===== src/rtl/pnr_pkg.sv =====
// pnr_pkg: register offsets and FSM state encodings shared by the acquisition controller.
package pnr_pkg;
    localparam logic [19:0] REG_CTRL    = 20'h00000;
    localparam logic [19:0] REG_STATUS  = 20'h00004;
    localparam logic [19:0] REG_WINDOW  = 20'h00008;
    localparam logic [19:0] REG_HOLDOFF = 20'h0000C;
    localparam logic [19:0] REG_THRESH  = 20'h00010;
    localparam logic [19:0] REG_COUNT   = 20'h00014;
    localparam logic [19:0] REG_LED     = 20'h00018;
    typedef enum logic [2:0] {
        ST_IDLE    = 3'd0,
        ST_ARMED   = 3'd1,
        ST_HOLDOFF = 3'd2,
        ST_WINDOW  = 3'd3,
        ST_DONE    = 3'd4
    } state_t;
endpackage


===== src/rtl/pnr_acq_regs.sv =====
// pnr_acq_regs: bus decode and register file; acks every strobe one cycle later.
module pnr_acq_regs
    import pnr_pkg::*;
#(
    parameter int ADC_W = 14,
    parameter int CNT_W = 32
) (
    input  logic             clk_i,
    input  logic             rst_i,
    input  logic [31:0]      i_addr,
    input  logic [31:0]      i_wdata,
    input  logic             i_wen,
    input  logic             i_ren,
    input  logic             i_lock,
    input  logic [3:0]       i_status,
    input  logic [CNT_W-1:0] i_count,
    output logic             o_arm,
    output logic             o_abort,
    output logic             o_swtrig,
    output logic [15:0]      o_window,
    output logic [15:0]      o_holdoff,
    output logic [ADC_W-1:0] o_thresh,
    output logic [7:0]       o_led,
    output logic [31:0]      o_rdata,
    output logic             o_ack,
    output logic             o_err
);
    logic [19:0] w_sel;
    logic        w_ctrl_wr;
    logic        w_cfg_wr;
    logic [31:0] w_rd;
    logic        w_unused;
    logic [15:0] r_window;
    logic [15:0] r_holdoff;
    logic [ADC_W-1:0] r_thresh;
    logic [7:0]  r_led;
    logic [31:0] r_rdata;
    logic        r_ack;

    assign w_sel     = i_addr[19:0];
    assign w_unused  = ^{i_addr[31:20], i_wdata[31:16]};
    assign w_ctrl_wr = i_wen && w_sel == REG_CTRL;
    // Acquisition parameters are frozen while a capture is in flight.
    assign w_cfg_wr  = i_wen && !i_lock;
    assign o_arm     = w_ctrl_wr & i_wdata[0];
    assign o_abort   = w_ctrl_wr & i_wdata[1];
    assign o_swtrig  = w_ctrl_wr & i_wdata[2];

    assign w_rd = (w_sel == REG_STATUS)  ? {28'd0, i_status} :
                  (w_sel == REG_WINDOW)  ? {16'd0, r_window} :
                  (w_sel == REG_HOLDOFF) ? {16'd0, r_holdoff} :
                  (w_sel == REG_THRESH)  ? 32'(r_thresh) :
                  (w_sel == REG_COUNT)   ? 32'(i_count) :
                  (w_sel == REG_LED)     ? {24'd0, r_led} : 32'd0;

    always_ff @(posedge clk_i or posedge rst_i) begin
        if (rst_i) begin
            r_window  <= 16'h0100;
            r_holdoff <= '0;
            r_thresh  <= '0;
            r_led     <= '0;
            r_rdata   <= '0;
            r_ack     <= 1'b0;
        end else begin
            if (w_cfg_wr && w_sel == REG_WINDOW)  r_window  <= i_wdata[15:0];
            if (w_cfg_wr && w_sel == REG_HOLDOFF) r_holdoff <= i_wdata[15:0];
            if (w_cfg_wr && w_sel == REG_THRESH)  r_thresh  <= i_wdata[ADC_W-1:0];
            if (i_wen && w_sel == REG_LED)        r_led     <= i_wdata[7:0];
            r_rdata <= i_ren ? w_rd : 32'd0;
            r_ack   <= i_wen | i_ren;
        end
    end

    assign o_window  = r_window;
    assign o_holdoff = r_holdoff;
    assign o_thresh  = r_thresh;
    assign o_led     = r_led;
    assign o_rdata   = r_rdata;
    assign o_ack     = r_ack;
    assign o_err     = 1'b0;
endmodule


===== src/rtl/pnr_acq_ctrl.sv =====
// pnr_acq_ctrl: triggered acquisition FSM with holdoff/window timing and
// threshold-crossing event counter.
module pnr_acq_ctrl
    import pnr_pkg::*;
#(
    parameter int ADC_W = 14,
    parameter int CNT_W = 32
) (
    input  logic                    clk_i,
    input  logic                    rst_i,
    input  logic signed [ADC_W-1:0] adc_dat_i,
    input  logic                    ext_trig_i,
    output logic                    win_o,
    output logic                    done_o,
    output logic [7:0]              led_o,
    input  logic [31:0]             sys_addr,
    input  logic [31:0]             sys_wdata,
    input  logic                    sys_wen,
    input  logic                    sys_ren,
    output logic [31:0]             sys_rdata,
    output logic                    sys_err,
    output logic                    sys_ack
);
    state_t r_state, w_nxt, w_after_hold;
    logic w_arm, w_abort, w_swtrig, w_lock, w_trig, w_hit;
    logic [15:0] w_window, w_holdoff;
    logic signed [ADC_W-1:0] w_thresh, w_prev, r_prev;
    logic r_trig_d, r_trig_edge, r_win_first;
    logic [15:0] r_tmr;
    logic [CNT_W-1:0] r_count;

    pnr_acq_regs #(.ADC_W(ADC_W), .CNT_W(CNT_W)) u_regs (
        .clk_i(clk_i), .rst_i(rst_i),
        .i_addr(sys_addr), .i_wdata(sys_wdata), .i_wen(sys_wen), .i_ren(sys_ren),
        .i_lock(w_lock), .i_status({r_state == ST_DONE, r_state}), .i_count(r_count),
        .o_arm(w_arm), .o_abort(w_abort), .o_swtrig(w_swtrig),
        .o_window(w_window), .o_holdoff(w_holdoff), .o_thresh(w_thresh), .o_led(led_o),
        .o_rdata(sys_rdata), .o_ack(sys_ack), .o_err(sys_err)
    );

    assign w_lock       = r_state == ST_ARMED || r_state == ST_HOLDOFF || r_state == ST_WINDOW;
    assign w_trig       = r_trig_edge | w_swtrig;
    assign w_after_hold = (w_window != 16'd0) ? ST_WINDOW : ST_DONE;
    // First window sample seeds the comparison so a level already above threshold is not an event.
    assign w_prev       = r_win_first ? adc_dat_i : r_prev;
    assign w_hit        = r_state == ST_WINDOW && adc_dat_i > w_thresh && w_prev <= w_thresh;

    always_comb begin
        w_nxt = r_state;
        case (r_state)
            ST_IDLE, ST_DONE: if (w_arm) w_nxt = ST_ARMED;
            ST_ARMED:         if (w_trig) w_nxt = (w_holdoff != 16'd0) ? ST_HOLDOFF : w_after_hold;
            ST_HOLDOFF:       if (r_tmr == 16'd0) w_nxt = w_after_hold;
            ST_WINDOW:        if (r_tmr == 16'd0) w_nxt = ST_DONE;
            default:          w_nxt = ST_IDLE;
        endcase
        if (w_abort) w_nxt = ST_IDLE;
    end

    always_ff @(posedge clk_i or posedge rst_i) begin
        if (rst_i) r_state <= ST_IDLE;
        else       r_state <= w_nxt;
    end

    always_ff @(posedge clk_i or posedge rst_i) begin
        if (rst_i) begin
            r_trig_d    <= 1'b0;
            r_trig_edge <= 1'b0;
            r_tmr       <= '0;
            r_prev      <= '0;
            r_win_first <= 1'b0;
            r_count     <= '0;
        end else begin
            r_trig_d    <= ext_trig_i;
            r_trig_edge <= ext_trig_i & ~r_trig_d;
            r_tmr       <= (w_nxt != r_state) ? ((w_nxt == ST_HOLDOFF) ? w_holdoff : w_window) - 16'd1
                                              : r_tmr - 16'd1;
            r_prev      <= adc_dat_i;
            r_win_first <= w_nxt == ST_WINDOW && r_state != ST_WINDOW;
            if (w_nxt == ST_ARMED && r_state != ST_ARMED) r_count <= '0;
            else if (w_hit && !(&r_count))                r_count <= r_count + CNT_W'(1);
        end
    end

    assign win_o  = r_state == ST_WINDOW;
    assign done_o = r_state == ST_DONE;
endmodule


===== config.mk =====
export PLATFORM = sky130hd
export DESIGN_NAME = pnr_acq_ctrl
export DESIGN_NICKNAME = d
export VERILOG_FILES = /design/src/rtl/pnr_pkg.sv /design/src/rtl/pnr_acq_regs.sv /design/src/rtl/pnr_acq_ctrl.sv
export SDC_FILE = /design/constraint.sdc
export NUM_CORES = 1
export LEC_CHECK = 0
export BUFFER_PORTS_ARGS = -buffer_cell sky130_fd_sc_hd__buf_2
export CAP_MARGIN = 10
export CORE_ASPECT_RATIO = 1.1
export CORE_MARGIN = 1.5
export CORE_UTILIZATION = 30
export DETAILED_ROUTE_END_ITERATION = 6
export PLACE_DENSITY = 0.49
export SYNTH_ARGS = -nofsm -noshare
export SYNTH_HDL_FRONTEND = slang
export SYNTH_SLANG_ARGS = --single-unit
export TNS_END_PERCENT = 20

===== constraint.sdc =====
create_clock -name clk_i -period 17.1 [get_ports clk_i]
set_clock_uncertainty 0.2 [all_clocks]
set_input_delay 3.42 -clock clk_i [delete_from_list [all_inputs] [get_ports clk_i]]
set_output_delay 3.42 -clock clk_i [all_outputs]
set_load 0.01 [all_outputs]

==> flow_summary_export.csv, run 1 <==
group,metric,value,unit
outcome,status,"complete, no violations",
grt,gr-max-usage-layer,"met2",
die,fp-row-count,64,
power,p_leak,0.00448,uW
yosys,synth_cell_types,66,
routing,wirelength,23700,um
finish,fin_nets,1015,
sta,period_needed,7660,ps
routing,remaining_drc_errors,0,
sta,relSlewSlack,16.1,%
yosys,synthTopCellsByCount,"dfrtp_1, mux2_2, nand2_1",
cts,cts_made_buffers,17,
die,dieHeight,179,um
grt,grt_pass1_wl,37600,um
die,initial_core_util,30.5,%
yosys,synth_edf_count,0,
sta,final_hold_viol_count,0,
cts,h-tree-depth,4,
yosys,synth.top_cell.area_share,45.4,%
sta,report.final.slew_viol_count,0,
worst_setup_path,critPathKind,"in2reg",
worst_hold_path,hold_class,"reg2reg",
cts,cts.sinks,155,
grt,grtUsageMet1,23.7,%
yosys,avgSynthCellArea,10.5,um2
routing,drtIter0Drc,583,
grt,grtUsageMet2,26.1,%
sta,hold_ws,197,ps
worst_setup_path,cp_slowest_stage_delay,690,ps
worst_setup_path,endpoint_kind,"flop",
cts,clock_path_buffers,2,
worst_setup_path,crit_family,"simple AND/OR/NAND/NOR gates",
yosys,mappedNetlistArea,8480,um2
routing,viasPerCell,5.24,
finish,diodes,0,
finish,drive_above_1_share,26.0,%
yosys,synthTopCellsByArea,"dfrtp_1, mux2_2, ha_1",
routing,drtPass1Iterations,6,
sta,fin_setup_tns,0,ps
yosys,netlist_instances,810,
sta,finalCritPeriodShare,44.8,%
grt,grtUsageTotal,16.8,%
cts,ctsHoldBuffers,0,
routing,dr_total_vias,6700,
sta,worst_slew_pin_slew,1250,ps
flow_run,drv_cap,0,
die,die_w,163,um
yosys,synth-seq-cells,155,
routing,ant_nets,0,
yosys,synth_top_cell_by_area,"dfrtp_1",
cts,cts_tree,"yes",
grt,antenna_found_initial,0,
finish,finalInstanceArea,9930,um2
sta,rsz0062_at_grt,"no",
yosys,yosysSeqAreaShare,45.7,%
routing,wl_per_cell,18.6,um
worst_setup_path,cpMaxStageDelayCell,"nor2_4",
yosys,async_reset_ff_share,100,%
worst_setup_path,start_kind,"primary input",
worst_setup_path,cp.buffers_inverters,1,
cts,clock_latency,430,ps
grt,gr-total-overflow,0,
grt,gr-usage-met3,3.08,%
worst_setup_path,worstPathMaxFanout,34,
power,irDropWorstVdd,74.6,uV
place,placed_area,9360,um2
die,io_pins,127,
worst_setup_path,worstPathCellList,"buf_2 > or4_4 > or4_4 > or4_1 > a221oi_2 > o211ai_1 > nor2_4 > nor2_1 > a21oi_1 > ha_1 > o31ai_1 > o21bai_4 > nor3_1 > xor2_1 > mux2_2",
sta,setup_viol,0,
place,hpwlAfterDp,17400,um
sta,fmax,131,MHz
die,dieArea,29300,um2
power,power_density,106,nW/um2
grt,first_global_vias,6572,
worst_setup_path,required,17210,ps
cts,clkTransAtPathRegs,70,ps
worst_setup_path,worstPathArrival,7770,ps
yosys,synth.net_count,923,
cts,clk_root_buffer_cell,"clkbuf_16",
finish,area_growth,17.1,%
yosys,yosysWarnings,0,
cts,cts_setup_buffers,0,
yosys,synthFlopType,"dfrtp_1",
place,gp_congestion,0.811,
cts,ctsResizeCount,0,
worst_setup_path,cp_common_cell,"or4_4",
grt,grt_max_degree,108,
place,numPortBuffers,97,
yosys,synth.most_common_cell,"dfrtp_1",
die,placeableCoreArea,27800,um2
==> layout by cell type (no fill, tap or decap), types with 17 or more instances in the layout <==
master,count
dfrtp_1,154
buf_2,97
mux2_2,75
nand2_1,57
a21oi_1,54
nor2_1,50
ha_1,30
mux2i_1,29
and2_1,26
inv_1,25
nor3_1,20
nand3_1,19
o21ai_0,18
clkbuf_16,17
==> path summary, 6_finish.rpt <==
kind / slack, ps / endpoint / depth (start not counted) / startpoint
worst max-delay path: 9440 / r_tmr[12]$_DFF_PP0_ / 15 / sys_addr[1]
worst min register to register: 200 / r_trig_edge$_DFF_PP0_ / 1 / r_trig_d$_DFF_PP0_
max in group asynchronous: 12500 / u_regs.o_holdoff[7]$_DFFE_PP0P_ / 3 / rst_i
min in group asynchronous: 2990 / r_prev[9]$_DFF_PP0_ / 2 / rst_i
worst max register to register: 12350 / r_tmr[12]$_DFF_PP0_ / 15 / r_tmr[8]$_DFF_PP0_
worst min-delay path: 200 / r_trig_edge$_DFF_PP0_ / 1 / r_trig_d$_DFF_PP0_
==> cells by family (layout without fill, tap and decap cells) <==
kind of cell             after synthesis  count (layout)  share of synthesized area (%)
XOR/XNOR                              19              19                           1.96
AO/OA/AOI/OAI                        157             157                           12.7
multiplexers                         105             105                           13.6
buffers and inverters                 59             164                           2.96
AND/OR/NAND/NOR                      284             284                           18.6
flip-flops                           155             155                           45.7
adder cells (fa/ha/maj)               30              30                           4.42
other                                  1               1                         0.0442
==> final cells by class <==
cell class	instances	area (um2)
well taps	363	454
clock inverters	13	133
repair buffers	106	553
fillers	2804	17900
clock buffers	19	443
multi-input cells	596	4370
inverters	26	103
flip-flops and latches	155	3880
==> flip-flops by register name, indices dropped and copies added (netlist names) <==
name              count
r_tmr                16
r_trig_d              1
u_regs.o_thresh      14
r_trig_edge           1
u_regs.o_rdata       32
r_state               3
u_regs.o_holdoff     16
r_prev               14
r_win_first           1
u_regs.o_ack          1
u_regs.o_window      16
u_regs.o_led          8
r_count              32
==> metal layers <==
metal / wire length (um) / share of wire [%] / vias up
met4: 390 / 1.6 / 0
met2: 10700 / 45 / 175
met5: 0 / 0 / -
met3: 1020 / 4.3 / 25
li1: - / - / 3205
met1: 11600 / 49 / 3295
==> power breakdown <==
group | total [uW] | switching, uW | internal (uW)
Combinational | 264 | 154 | 110
Sequential | 421 | 29.0 | 392
Clock | 372 | 165 | 208
Total | 1060 | 348 | 709
==> per-stage QoR <==
step,cells,total power (uW),util (%),worst slack [ps]
after CTS,1278,1070,35.8,9420
final,1278,1060,35.8,9440
after global placement,1246,692,33.7,8970
after global routing,1278,1120,35.8,9110
after floorplan,810,631,-,9300
after detailed placement,1246,694,33.7,8960
No activity file was read; power rests on OpenSTA's default activity.
==> run 2, diff against run 1 <==
ABC_AREA = 1   (was unset)
clock period = 7.1 ns   (was 17.1 ns; I/O delays follow)
==> run 2 against run 1 <==
Sequential share of layout area is 1.5 points lower. Critical path type unchanged. Cell count grew 24%. Non-clock buffer count decreased by 4. Sequential power rose by 120%. Via count up 15%. Die area grew 4.8%.
==> flow_summary_export.csv, run 2 <==
group,metric,value,unit
yosys,yosysSeqAreaShare,43.6,%
finish,final_cell_mix,"nand2_1, dfrtp_1, inv_1",
finish,finalInstanceArea,10300,um2
worst_setup_path,required,7170,ps
sta,relSlewSlack,35.3,%
sta,period_needed,4680,ps
yosys,yosysWarnings,0,
sta,fin_setup_tns,0,ps
power,power_density,198,nW/um2
cts,h-tree-depth,4,
power,p_comb_share,7.0,%
yosys,synth.most_common_cell,"nand2_1",
cts,ctsHoldBuffers,0,
worst_setup_path,reg2reg_slack,3040,ps
finish,regArea,3880,um2
worst_setup_path,rr_worst_depth,14,
routing,drtPass1Iterations,5,
grt,antenna_found_initial,3,
cts,clkTransAtPathRegs,70,ps
yosys,synth_edf_count,0,
sta,worst_slew_pin_slew,968,ps
worst_setup_path,reg2reg_from,"r_win_first$_DFF_PP0_",
die,fp-row-count,65,
cts,cts_made_buffers,17,
cts,clk_root_buffer_cell,"clkbuf_16",
routing,drtIter0Drc,520,
worst_setup_path,start_kind,"primary input",
finish,area_growth,16.2,%
power,p_int,1550,uW
die,placeableCoreArea,29000,um2
yosys,synthFlopType,"dfrtp_1",
grt,grt_pass1_wl,43200,um
power,p_sw_share,24.3,%
sta,fmax,213,MHz
power,p_leak,0.00482,uW
grt,first_global_vias,7491,
place,numPortBuffers,97,
die,io_pins,127,
cts,ctsResizeCount,0,
outcome,status,"complete, no violations",
sta,finalCritPeriodShare,66.0,%
power,p_clk_share,48.7,%
worst_setup_path,worstSetupEndpoint,"u_regs.o_rdata[5]$_DFF_PP0_",
worst_setup_path,r2r-end,"r_count[30]$_DFFE_PP0P_",
flow_run,drv_cap,0,
die,die_w,167,um
cts,cts_tree,"yes",
yosys,synthTopCellsByArea,"dfrtp_1, nand2_1, inv_1",
routing,remaining_drc_errors,0,
routing,wl_per_cell,17.3,um
sta,rsz0062_at_grt,"no",
place,hpwlAfterDp,20600,um
cts,clock_path_buffers,2,
worst_setup_path,endpoint_kind,"flop",
place,placed_area,9710,um2
finish,fillers,3079,
yosys,synth_top_cell_by_area,"dfrtp_1",
routing,dr_total_vias,7732,
yosys,netlist_instances,1122,
routing,viasPerCell,4.87,
place,gp_congestion,0.870,
finish,final_common_cell,"nand2_1",
grt,grtUsageTotal,18.6,%
yosys,async_reset_ff_share,100,%
finish,fin_nets,1321,
yosys,synth.net_count,1235,
grt,gr-total-overflow,0,
routing,wirelength,27400,um
yosys,synth-seq-cells,155,
sta,setup_viol,0,
worst_setup_path,critPathKind,"in2reg",
power,seq_power_share,44.3,%
die,initial_core_util,30.7,%
cts,clock_latency,430,ps
yosys,synth.top_cell.area_share,43.3,%
worst_hold_path,hold_class,"reg2reg",
finish,diodes,0,
power,p_switching,498,uW
worst_setup_path,worstPathMaxFanout,28,
yosys,mappedNetlistArea,8900,um2
die,dieHeight,184,um
routing,ant_nets,0,
die,dieArea,30700,um2
yosys,avgSynthCellArea,7.93,um2
finish,drive_above_1_share,16.9,%
yosys,synth_cell_types,52,
worst_setup_path,worstPathArrival,4750,ps
power,irDropWorstVdd,106,uV
worst_setup_path,crit_start,"sys_addr[1]",
grt,grt_max_degree,98,
sta,final_hold_viol_count,0,
finish,multiInputGateArea,4290,um2
cts,cts.sinks,155,
sta,report.final.slew_viol_count,0,
yosys,synthTopCellsByCount,"nand2_1, dfrtp_1, inv_1",
cts,cts_setup_buffers,0,
-- run 2: cell count changes in the layout (fill, tap and decap cells not counted), sizes merged, moves of 39 or more --
cell | before | now
inv | 31 | 145
mux2 | 76 | 13
nand2 | 57 | 287
nand3 | 19 | 58
nor2 | 51 | 112
o21ai | 19 | 100
-- run 2: routing by layer --
metal / track usage (%) / share of wire [%] / vias to the layer above
li1: - / - / 3854
met1: 24.4 / 45 / 3658
met2: 30.7 / 48 / 185
met3: 3.77 / 5.0 / 29
met4: 6.02 / 1.7 / 6
met5: 0 / 0.13 / -
-- run 2: worst max-delay path, stage by stage --
cell and delay, ps:
buf_2 100, nor2_2 210, nand2_1 160, nor3_1 210
clkinv_1 320, nor2_1 400, clkinv_1 820, o21ai_0 540
a21oi_1 110, a221oi_1 460
-- run 2: power by group through the flow --
stage | Sequential [uW] | Combinational, uW | Clock, uW
after global routing | 907 | 164 | 1060
after CTS | 906 | 147 | 1020
after floorplan | 920 | 100 | 0
final | 906 | 143 | 997
after global placement | 923 | 145 | 0
after detailed placement | 923 | 146 | 0
-- run 2: worst min-delay path by stage --
stage | start | endpoint | slack (ps) | depth (start not counted)
global placement | r_trig_d$_DFF_PP0_ | r_trig_edge$_DFF_PP0_ | 180 | 1
CTS | r_trig_d$_DFF_PP0_ | r_trig_edge$_DFF_PP0_ | 190 | 1
floorplan | r_trig_d$_DFF_PP0_ | r_trig_edge$_DFF_PP0_ | 180 | 1
global route | r_trig_d$_DFF_PP0_ | r_trig_edge$_DFF_PP0_ | 200 | 1
detailed placement | r_trig_d$_DFF_PP0_ | r_trig_edge$_DFF_PP0_ | 190 | 1
finish | r_trig_d$_DFF_PP0_ | r_trig_edge$_DFF_PP0_ | 190 | 1
-- run 2: cell type report --
cell class	instances	share of cell area, %
Clock inverter	14	1.88
Timing Repair Buffer	102	5.06
Inverter	145	5.31
Multi-Input combinational cell	787	41.5
Clock buffer	18	4.25
Sequential cell	155	37.5
Tap cell	368	4.45
-- run 2: cell families (layout without fill, tap and decap cells) --
kind of cell | after synthesis | count (layout) | synth area share, %
other | 1 | 1 | 0.0421
AO/OA/AOI/OAI | 182 | 182 | 12.0
multiplexers | 13 | 13 | 1.64
flip-flops | 155 | 155 | 43.6
XOR/XNOR | 25 | 25 | 2.54
adder cells (fa/ha/maj) | 30 | 30 | 4.22
buffers and inverters | 180 | 279 | 8.21
AND/OR/NAND/NOR | 536 | 536 | 27.7
-- run 2: per-stage QoR --
step / power (uW) / util (%) / setup WS [ps] / cells / hold slack, ps
6_report: 2050 / 35.7 / 2420 / 1589 / 187
5_1_grt: 2130 / 35.7 / 2130 / 1589 / 196
4_1_cts: 2070 / 35.7 / 2460 / 1589 / 185
3_5_place_dp: 1070 / 33.5 / 2020 / 1557 / 185
3_3_place_gp: 1070 / 33.5 / 2070 / 1557 / 181
2_1_floorplan: 1020 / - / 1300 / 1122 / 176
==> run 3, diff against run 2 <==
PLACE_DENSITY = 0.51   (was 0.49)
clock period = 4 ns   (was 7.1 ns; I/O delays follow)
==> run 3 against run 2 <==
Sequential power increased by 78%. Register-to-register slack got worse by 2600 ps. Routed wire length decreased by 1.1%. Critical path type is now reg2reg. Largest power group unchanged.
==> flow_summary_export.csv, run 3 (synthesized netlist as in run 2, its figures left out) <==
group,metric,value,unit
outcome,status,"complete, no violations",
worst_setup_path,reg2reg_from,"r_win_first$_DFF_PP0_",
worst_hold_path,hold_depth,1,
die,initial_core_util,30.7,%
power,p_switching,876,uW
routing,dr_total_vias,7754,
finish,layout.cells.non_filler,1604,
cts,clk_root_buffer_cell,"clkbuf_16",
die,placeableCoreArea,29000,um2
cts,cts.sinks,155,
finish,final_cell_mix,"nand2_1, dfrtp_1, inv_1",
finish,final_common_cell,"nand2_1",
routing,drtPass1Iterations,6,
finish,drive_above_1_share,17.9,%
worst_hold_path,hold_class,"reg2reg",
sta,setup_viol,0,
sta,setup_ws,442,ps
routing,wirelength,27100,um
routing,viasPerCell,4.83,
place,placed_cells,1572,
cts,cts_made_buffers,17,
power,p_int,2670,uW
routing,wl_per_cell,16.9,um
grt,grt_max_degree,54,
place,hpwlAfterDp,21100,um
grt,gr-total-overflow,0,
worst_hold_path,worstHoldStart,"r_trig_d$_DFF_PP0_",
cts,h-tree-depth,4,
place,numPortBuffers,97,
finish,regArea,3880,um2
finish,area_growth,17.3,%
cts,clkTransAtPathRegs,60,ps
power,p_sw_share,24.7,%
worst_hold_path,min_to,"r_trig_edge$_DFF_PP0_",
grt,grt_pass1_wl,43600,um
sta,hold_ws,202,ps
sta,worst_slew_pin_slew,803,ps
worst_setup_path,required,4140,ps
flow_run,drv_cap,0,
power,p_comb_share,7.3,%
finish,multiInputGateArea,4300,um2
place,gp_congestion,0.874,
cts,clock_latency,430,ps
finish,fillers,3067,
sta,finalCritPeriodShare,89.0,%
cts,clock_path_buffers,2,
die,dieHeight,184,um
power,irDropWorstVdd,185,uV
finish,finalInstanceArea,10400,um2
die,dieArea,30700,um2
cts,ctsHoldBuffers,0,
sta,fmax,281,MHz
worst_setup_path,worstPathMaxFanout,12,
die,fp-row-count,65,
worst_setup_path,worstPathArrival,3690,ps
grt,first_global_vias,7772,
routing,ant_nets,0,
worst_setup_path,critPathKind,"reg2reg",
finish,fin_nets,1336,
place,dp_slack,-9.03,ps
place,placed_area,9830,um2
power,power_density,340,nW/um2
power,p_leak,0.00487,uW
sta,fin_setup_tns,0,ps
worst_setup_path,start_kind,"flop",
worst_setup_path,reg2reg_slack,440,ps
grt,grtUsageTotal,18.5,%
die,die_w,167,um
die,io_pins,127,
worst_setup_path,r2r-end,"r_count[30]$_DFFE_PP0P_",
finish,diodes,0,
sta,final_hold_viol_count,0,
worst_setup_path,rr_worst_depth,14,
sta,report.final.slew_viol_count,0,
routing,remaining_drc_errors,0,
sta,relSlewSlack,46.3,%
cts,cts_setup_buffers,0,
worst_setup_path,endpoint_kind,"flop",
cts,cts_tree,"yes",
grt,antenna_found_initial,3,
routing,drtIter0Drc,485,
sta,period_needed,3560,ps
sta,rsz0062_at_grt,"no",
power,p_clk_share,47.3,%
power,seq_power_share,45.4,%
-- run 3: cell count changes in the layout (fill, tap and decap cells not counted), sizes merged --
cell / change
inv: +2
clkinv: -4
buf: +15
clkbuf: +3
clkinvlp: +1
bufinv: -2
-- run 3: worst max-delay path by stage --
stage | start | to
2_1_floorplan | r_win_first$_DFF_PP0_ | r_count[17]$_DFFE_PP0P_
3_3_place_gp | adc_dat_i[3] | r_count[30]$_DFFE_PP0P_
3_5_place_dp | adc_dat_i[3] | r_count[30]$_DFFE_PP0P_
4_1_cts | r_win_first$_DFF_PP0_ | r_count[30]$_DFFE_PP0P_
5_1_grt | r_win_first$_DFF_PP0_ | r_count[30]$_DFFE_PP0P_
6_report | r_win_first$_DFF_PP0_ | r_count[30]$_DFFE_PP0P_
-- run 3: worst max-delay path, stage by stage (launching register included) --
cell	delay (ps)
dfrtp_1	650
mux2_2	400
ha_1	290
nand2_1	70
inv_1	80
nand2_1	50
o21ai_0	190
a21boi_0	130
o221ai_1	180
nand2_1	70
nand2_1	90
a21oi_1	120
nor2_2	480
inv_1	230
o21ai_0	230
-- run 3: cell type report --
class	instances	area share, %
Tap cell	368	4.41
Timing Repair Buffer	117	6.21
Clock buffer	21	4.51
Inverter	145	5.25
Clock inverter	11	1.27
Multi-Input combinational cell	787	41.2
Sequential cell	155	37.2
-- run 3: per-stage QoR --
step | util (%) | power, uW
6_report | 36.0 | 3540
3_5_place_dp | 34.0 | 1900
2_1_floorplan | - | 1810
3_3_place_gp | 34.0 | 1900
4_1_cts | 36.0 | 3580
5_1_grt | 36.0 | 3680
-- run 3: timing repair --
action,in CTS,in global routing
setup endpoints to repair,0,4
hold endpoints to repair,0,0
gates resized for setup,0,1
-- run 3: power groups by stage --
stage / clock network [uW] / logic, uW / registers [uW]
after detailed placement: 0 / 262 / 1640
after global routing: 1780 / 292 / 1610
after global placement: 0 / 260 / 1640
final: 1680 / 257 / 1610
after CTS: 1710 / 264 / 1610
after floorplan: 0 / 178 / 1630
-- run 3: metal layers --
layer  routed length (um)  share of wire, %  track usage, %
met5                   35              0.13               0
met4                  752               2.8            6.81
met3                 1460               5.4            3.62
met2                12700                47            31.2
met1                12200                45            23.5
